--- src/rtl/freq_gen_pkg.sv ---
// Shared constants and FSM encoding for the burst square-wave generator.
package freq_gen_pkg;

    localparam int WIDTH    = 16;
    localparam int HALF_MIN = 1;

    typedef enum logic [1:0] {
        IDLE   = 2'd0,
        RUN    = 2'd1,
        FINISH = 2'd2
    } fg_state_t;

endpackage

--- src/rtl/frequency_generator_if.sv ---
// Control/status bundle between a burst requester and frequency_generator.
interface frequency_generator_if
    import freq_gen_pkg::*;
#(
    parameter int WIDTH = freq_gen_pkg::WIDTH
) ();

    logic             start;
    logic [WIDTH-1:0] half_period;
    logic [WIDTH-1:0] num_cycles;
    logic             abort;
    logic             wave;
    logic             busy;
    logic             done;
    logic [WIDTH-1:0] cycles_sent;

    modport master (
        output start, half_period, num_cycles, abort,
        input  wave, busy, done, cycles_sent
    );

    modport slave (
        input  start, half_period, num_cycles, abort,
        output wave, busy, done, cycles_sent
    );

endinterface

--- src/rtl/half_period_timer.sv ---
// Loadable down-counter that flags expiry when it sits at zero.
module half_period_timer
    import freq_gen_pkg::*;
#(
    parameter int WIDTH = freq_gen_pkg::WIDTH
) (
    input  logic             clk,
    input  logic             reset,
    input  logic             load,
    input  logic [WIDTH-1:0] load_val,
    output logic             expire
);

    logic [WIDTH-1:0] count_q;
    logic [WIDTH-1:0] count_d;

    // NOTE: count_d is given its hold value first so every path assigns it and no latch is inferred.
    always_comb begin
        count_d = count_q;
        if (load) begin
            count_d = load_val;
        end else if (count_q != '0) begin
            count_d = count_q - WIDTH'(1);
        end
    end

    // NOTE: state registers use non-blocking assignments so all flops update together at the edge.
    always_ff @(posedge clk) begin
        if (reset) begin
            count_q <= '0;
        end else begin
            count_q <= count_d;
        end
    end

    assign expire = (count_q == '0);

endmodule

--- src/rtl/frequency_generator.sv ---
// Emits N full periods of a 50% square wave with a programmable half-period, then pulses done.
module frequency_generator
    import freq_gen_pkg::*;
#(
    parameter int WIDTH = freq_gen_pkg::WIDTH
) (
    input  logic                  clk,
    input  logic                  reset,
    frequency_generator_if.slave  bus
);

    fg_state_t        state_q, state_d;
    logic [WIDTH-1:0] half_q, half_d;
    logic [WIDTH-1:0] num_q, num_d;
    logic [WIDTH-1:0] sent_q, sent_d;
    logic             wave_q, wave_d;
    logic             busy_q, busy_d;
    logic             done_q, done_d;

    logic             start_ok;
    logic [WIDTH-1:0] half_in;
    logic             timer_load;
    logic [WIDTH-1:0] timer_val;
    logic             timer_expire;

    assign start_ok = (state_q == IDLE) && bus.start && !bus.abort;
    assign half_in  = (bus.half_period < WIDTH'(HALF_MIN)) ? WIDTH'(HALF_MIN) : bus.half_period;

    half_period_timer #(
        .WIDTH (WIDTH)
    ) u_timer (
        .clk      (clk),
        .reset    (reset),
        .load     (timer_load),
        .load_val (timer_val),
        .expire   (timer_expire)
    );

    always_comb begin
        state_d    = state_q;
        half_d     = half_q;
        num_d      = num_q;
        sent_d     = sent_q;
        wave_d     = wave_q;
        busy_d     = busy_q;
        done_d     = 1'b0;
        timer_load = 1'b0;
        timer_val  = half_q - WIDTH'(1);

        case (state_q)
            IDLE: begin
                if (start_ok) begin
                    half_d     = half_in;
                    num_d      = bus.num_cycles;
                    sent_d     = '0;
                    timer_load = 1'b1;
                    timer_val  = half_in - WIDTH'(1);
                    if (bus.num_cycles == '0) begin
                        state_d = FINISH;
                        done_d  = 1'b1;
                        busy_d  = 1'b0;
                        wave_d  = 1'b0;
                    end else begin
                        state_d = RUN;
                        busy_d  = 1'b1;
                        wave_d  = 1'b1;
                    end
                end
            end

            RUN: begin
                if (bus.abort) begin
                    state_d = IDLE;
                    wave_d  = 1'b0;
                    busy_d  = 1'b0;
                end else if (timer_expire) begin
                    timer_load = 1'b1;
                    if (wave_q) begin
                        wave_d = 1'b0;
                        sent_d = sent_q + WIDTH'(1);
                    end else if (sent_q == num_q) begin
                        // Low phase of the last period just ended; wave is already 0.
                        state_d = FINISH;
                        busy_d  = 1'b0;
                        done_d  = 1'b1;
                    end else begin
                        wave_d = 1'b1;
                    end
                end
            end

            FINISH: begin
                state_d = IDLE;
            end

            default: begin
                state_d = IDLE;
                wave_d  = 1'b0;
                busy_d  = 1'b0;
            end
        endcase
    end

    always_ff @(posedge clk) begin
        if (reset) begin
            state_q <= IDLE;
            half_q  <= WIDTH'(HALF_MIN);
            num_q   <= '0;
            sent_q  <= '0;
            wave_q  <= 1'b0;
            busy_q  <= 1'b0;
            done_q  <= 1'b0;
        end else begin
            state_q <= state_d;
            half_q  <= half_d;
            num_q   <= num_d;
            sent_q  <= sent_d;
            wave_q  <= wave_d;
            busy_q  <= busy_d;
            done_q  <= done_d;
        end
    end

    assign bus.wave        = wave_q;
    assign bus.busy        = busy_q;
    assign bus.done        = done_q;
    assign bus.cycles_sent = sent_q;

endmodule
--- src/flat_wrapper.sv ---
// flat-port wrapper written by rule: the top's interface ports become plain ports
module frequency_generator_flat import freq_gen_pkg::*;
#(
    parameter int WIDTH = freq_gen_pkg::WIDTH
)
  (clk, reset, bus_start, bus_half_period, bus_num_cycles, bus_abort, bus_wave, bus_busy, bus_done, bus_cycles_sent);
  frequency_generator_if #(.WIDTH(WIDTH)) bus_i ();
  input  logic clk;
  input  logic reset;
  input wire logic [$bits(bus_i.start)-1:0] bus_start;
  input wire logic [$bits(bus_i.half_period)-1:0] bus_half_period;
  input wire logic [$bits(bus_i.num_cycles)-1:0] bus_num_cycles;
  input wire logic [$bits(bus_i.abort)-1:0] bus_abort;
  output wire logic [$bits(bus_i.wave)-1:0] bus_wave;
  output wire logic [$bits(bus_i.busy)-1:0] bus_busy;
  output wire logic [$bits(bus_i.done)-1:0] bus_done;
  output wire logic [$bits(bus_i.cycles_sent)-1:0] bus_cycles_sent;
  assign bus_i.start = bus_start;
  assign bus_i.half_period = bus_half_period;
  assign bus_i.num_cycles = bus_num_cycles;
  assign bus_i.abort = bus_abort;
  assign bus_wave = bus_i.wave;
  assign bus_busy = bus_i.busy;
  assign bus_done = bus_i.done;
  assign bus_cycles_sent = bus_i.cycles_sent;
  frequency_generator #(.WIDTH(WIDTH)) u_core (.clk(clk), .reset(reset), .bus(bus_i));
endmodule
--- config.mk ---
export PLATFORM = sky130hd
export DESIGN_NAME = frequency_generator_flat
export DESIGN_NICKNAME = d
export VERILOG_FILES = /design/src/rtl/freq_gen_pkg.sv /design/src/rtl/frequency_generator_if.sv /design/src/rtl/half_period_timer.sv /design/src/rtl/frequency_generator.sv /design/src/flat_wrapper.sv
export SDC_FILE = /design/constraint.sdc
export NUM_CORES = 1
export LEC_CHECK = 0
export CAP_MARGIN = 0
export CORE_MARGIN = 1
export CORE_UTILIZATION = 50
export CTS_CLUSTER_SIZE = 40
export DETAILED_ROUTE_END_ITERATION = 10
export GPL_TIMING_DRIVEN = 0
export MAX_ROUTING_LAYER = met4
export PLACE_DENSITY = 0.84
export REMOVE_ABC_BUFFERS = 1
export SLEW_MARGIN = 20
export SYNTH_ARGS = -nofsm -noshare
export SYNTH_HDL_FRONTEND = slang
export SYNTH_HIERARCHICAL = 1
export SYNTH_SLANG_ARGS = --single-unit
--- constraint.sdc ---
create_clock -name clk -period 5.9 [get_ports clk]
set_input_delay 1.475 -clock clk [delete_from_list [all_inputs] [get_ports clk]]
set_output_delay 1.475 -clock clk [all_outputs]
set_load 0.005 [all_outputs]
==> summary.txt, run 1 <==
Cells and area
  • Util after Layout: 64.28%
  • Multi-input gate area: 2414 um2
  • Layout cells sized above 1: 6.204%
  • Fillers: 597
  • Area Overhead vs Synth: 22.03%
  • Number of diodes: 0
  • Storage element area: 1381 um2
  • Nets: 583

Yosys
  • Distinct cells, synth: 49
  • Yosys reg bits: 69
  • Synth area leaders: dfxtp_1 (35%), xor2_1 (11%), nand2_1 (9.6%)
  • Asr flop ratio synth: 0%
  • Warnings, synthesis: 6
  • Syn Std Cell Area: 3902 um2
  • Top cell type's share of synthesized area: 35.40%
  • Most numerous cell in the Yosys netlist: nand2_1
  • Syn_area_per_cell: 7.868 um2
  • Post-synth top cells: nand2_1 (100), dfxtp_1 (69), xor2_1 (47), nor2_1 (46), a21oi_1 (39)
  • Ys flop type: dfxtp_1
  • Synth area leader: dfxtp_1
  • Sequential share of the synthesized area: 35.40%
  • Post-synth EDFFs: 0
  • Post-Synthesis Cells: 496

CTS
  • Clock Tree Root: clkbuf_8
  • Max H-tree Level: 3
  • CTS sink cnt: 69
  • Clk pin slew, worst setup/hold paths: 0.08 ns
  • Post-CTS Setup Inserts: 0
  • Post-cts sizing count: 0
  • Post-CTS Hold Fix Bufs: 0
  • Clock latency on the worst-skew pair: 0.34 ns
  • CTS tree: built
  • CTS Buf Count: 9
  • CTS Buffer Depth: 2

Timing
  • Final Slew Violations: 0
  • Worst slew pin tran: 0.9236 ns
  • Fmax: 0.2123 GHz
  • Final hold vios: 0
  • Final setup violation count: 0
  • Fraction of the cycle the final worst path needs: 79.84%
  • RSZ-0062 raised after global routing: false
  • Clock Skew: 0.008098 ns
  • Rel. slew slack: 38.01%
  • Fin crit period: 4.710 ns
  • Final setup TNS: 0 ns

Critical path
  • Max incr delay on CP: 0.81 ns
  • Critical path class: primary input to flop
  • Critical path arrival: 4.98 ns
  • Buf/Inv on CP: 1
  • Worst-path cell chain: clkdlybuf4s50_1, or2b_1, or3_2, o21ai_1, nor2b_1, nand2_1, o31a_1, a22oi_1
  • Crit Path Max Fanout: 44
  • Family with the most delay on the worst path: simple AND/OR/NAND/NOR gates
  • Critical Path Sink Type: flop
  • CP startpoint kind: primary input
  • CP max-delay cell: or3_2
  • Critical Path RT: 6.17 ns

Routing
  • WL per Instance: 14.62 um
  • Initial DRC Count: 223
  • Vias per inst: 5.683
  • Via count: 3,677
  • Post-Route WL: 9.456 mm
  • Drc violations: 0
  • Drt pass-1 iters: 6
  • ANT nets after route: 0

Outcome
  • Status: finished, final reports clean

Floorplan
  • Chip Height: 90.35 um
  • FP Rows: 31
  • Die Area: 8162 um2
  • CORE AREA: 7408 um2
  • Starting Density: 52.68%
  • Die width: 90.35 um
  • Top Ports: 55

Placed design
  • Placer Congestion: 0.8875
  • DP HPWL: 6.877 mm
  • IO Port Bufs: 54

Pwr
  • Maximum vdd drop: 0.0001759 V
  • Leakage Power: 1.776 nW
  • Pwr Density: 300.9 nW/um2

Global routing
  • GR Util All Layers: 24.25%
  • Total grt overflow: 0
  • Vias in the first global route: 3,386
  • First-pass GRT wire length: 15.81 mm
  • Initial antenna violation count: 0
  • Pin count of the biggest net entering global routing: 45

Job
  • Max-cap violations: 0

Hold path
  • HP Class: flop to flop
-- flip-flops by register name (all words and copies together), names as in the netlist --
register                count
u_core/bus.busy             1
u_core/bus.cycles_sent     16
u_core/bus.wave             1
u_core/half_q              16
u_core/bus.done             1
u_core/num_q               16
u_core/state_q              2
u_core/u_timer/count_q     16
-- tightest hold or removal path: stages, from the launching register on --
cell and delay, ns:
dfxtp_1 0.32, nand2_1 0.05, a21oi_1 0.05
-- per-stage QoR --
step	area [um2]	std cells	hold slack [ns]	worst slack [ns]	power, W
floorplan	3812	474	0.4383	1.820	0.0008928
global route	4762	647	0.4929	0.9479	0.001511
CTS	4757	647	0.4699	1.232	0.001425
detailed placement	4548	631	0.4584	0.8885	0.001020
global placement	4477	627	0.4540	0.3803	0.0009961
finish	4762	647	0.4685	1.190	0.001433
-- cell families after synthesis --
logic type | count (synthesis) | synth area share, %
AO/OA/AOI/OAI | 84 | 13.56
XOR/XNOR | 64 | 14.36
adder cells (fa/ha/maj) | 4 | 1.283
buffers and inverters | 30 | 3.078
flip-flops | 69 | 35.40
multiplexers | 10 | 2.693
AND/OR/NAND/NOR | 235 | 29.63
-- where the power goes --
part           leakage (nW)  internal (W)  total, W  switching (W)
Sequential            0.563      0.000522  0.000592      0.0000701
Clock                0.0991      0.000209  0.000398       0.000188
Combinational          1.11      0.000191  0.000443       0.000252
Total                  1.78      0.000923   0.00143       0.000510
-- layout make-up --
class / count / area share, %
inverters: 8 / 0.6306
flip-flops and latches: 69 / 29.01
repair buffers: 58 / 12.69
clock buffers: 10 / 2.890
well taps: 99 / 2.601
clock inverters: 6 / 1.498
multi-input cells: 397 / 50.68
-- worst paths after layout --
| check | start | endpoint | slack [ns] | cells past startpoint |
|---|---|---|---|---|
| worst max register to register | u_core/u_timer/count_q[0]$_SDFFE_PP0P_ | u_core/u_timer/count_q[13]$_SDFFE_PP0P_ | 2.32 | 11 |
| worst min-delay path | u_core/num_q[9]$_SDFFE_PP0P_ | u_core/num_q[9]$_SDFFE_PP0P_ | 0.47 | 2 |
| worst max-delay path | bus_start | u_core/u_timer/count_q[13]$_SDFFE_PP0P_ | 1.19 | 8 |
| worst min register to register | u_core/num_q[9]$_SDFFE_PP0P_ | u_core/num_q[9]$_SDFFE_PP0P_ | 0.47 | 2 |
-- placed cells by master (no fill, tap or decap), drive strengths merged, types with 2 or more instances in the layout --
cell           instances
nand2                100
clkinvlp               2
xnor2                 17
nand4                  9
inv                    9
a21boi                 4
xor2                  47
clkdlybuf4s50         53
nand2b                 5
o32ai                  2
o21bai                 2
nor4                  18
a2111oi                2
and4                   3
nor2b                  2
ha                     4
a31oi                  3
and3                   4
clkbuf                10
dfxtp                 69
buf                    5
mux2i                  9
nor4b                  3
nand3                 13
a22oi                  2
a21oi                 39
or3                    4
o31a                   3
or4                    2
o21ai                 21
and2                   2
clkinv                 2
nand4b                 5
nor2                  46
nor3                  16
-- metal layers --
metal | vias to the layer above | share of wire (%) | GRT usage [%]
met5 | - | 0 | -
met4 | 0 | 1.7 | 10.35
met3 | 19 | 5.0 | 3.956
li1 | 1818 | - | -
met2 | 111 | 49 | 39.12
met1 | 1729 | 45 | 30.01
Power figures use the tool's default switching activity.
==> run 2: changes to the inputs <==
==> constraint.sdc (replaced) <==
create_clock -name clk -period 4.7 [get_ports clk]
set_input_delay 1.175 -clock clk [delete_from_list [all_inputs] [get_ports clk]]
set_output_delay 1.175 -clock clk [all_outputs]
set_load 0.005 [all_outputs]
==> results of run 2 <==
Same layout as run 1 (identical final DEF). Status: finished, final reports clean.
Main changes from that run: setup slack after placement 0.8885 ns -> -0.01152 ns; setup slack after layout 1.190 ns -> 0.2896 ns; register-to-register setup slack 2.32 ns -> 1.12 ns; total power 0.001433 W -> 0.001799 W; worst IR drop on VDD 0.0001759 V -> 0.0002208 V
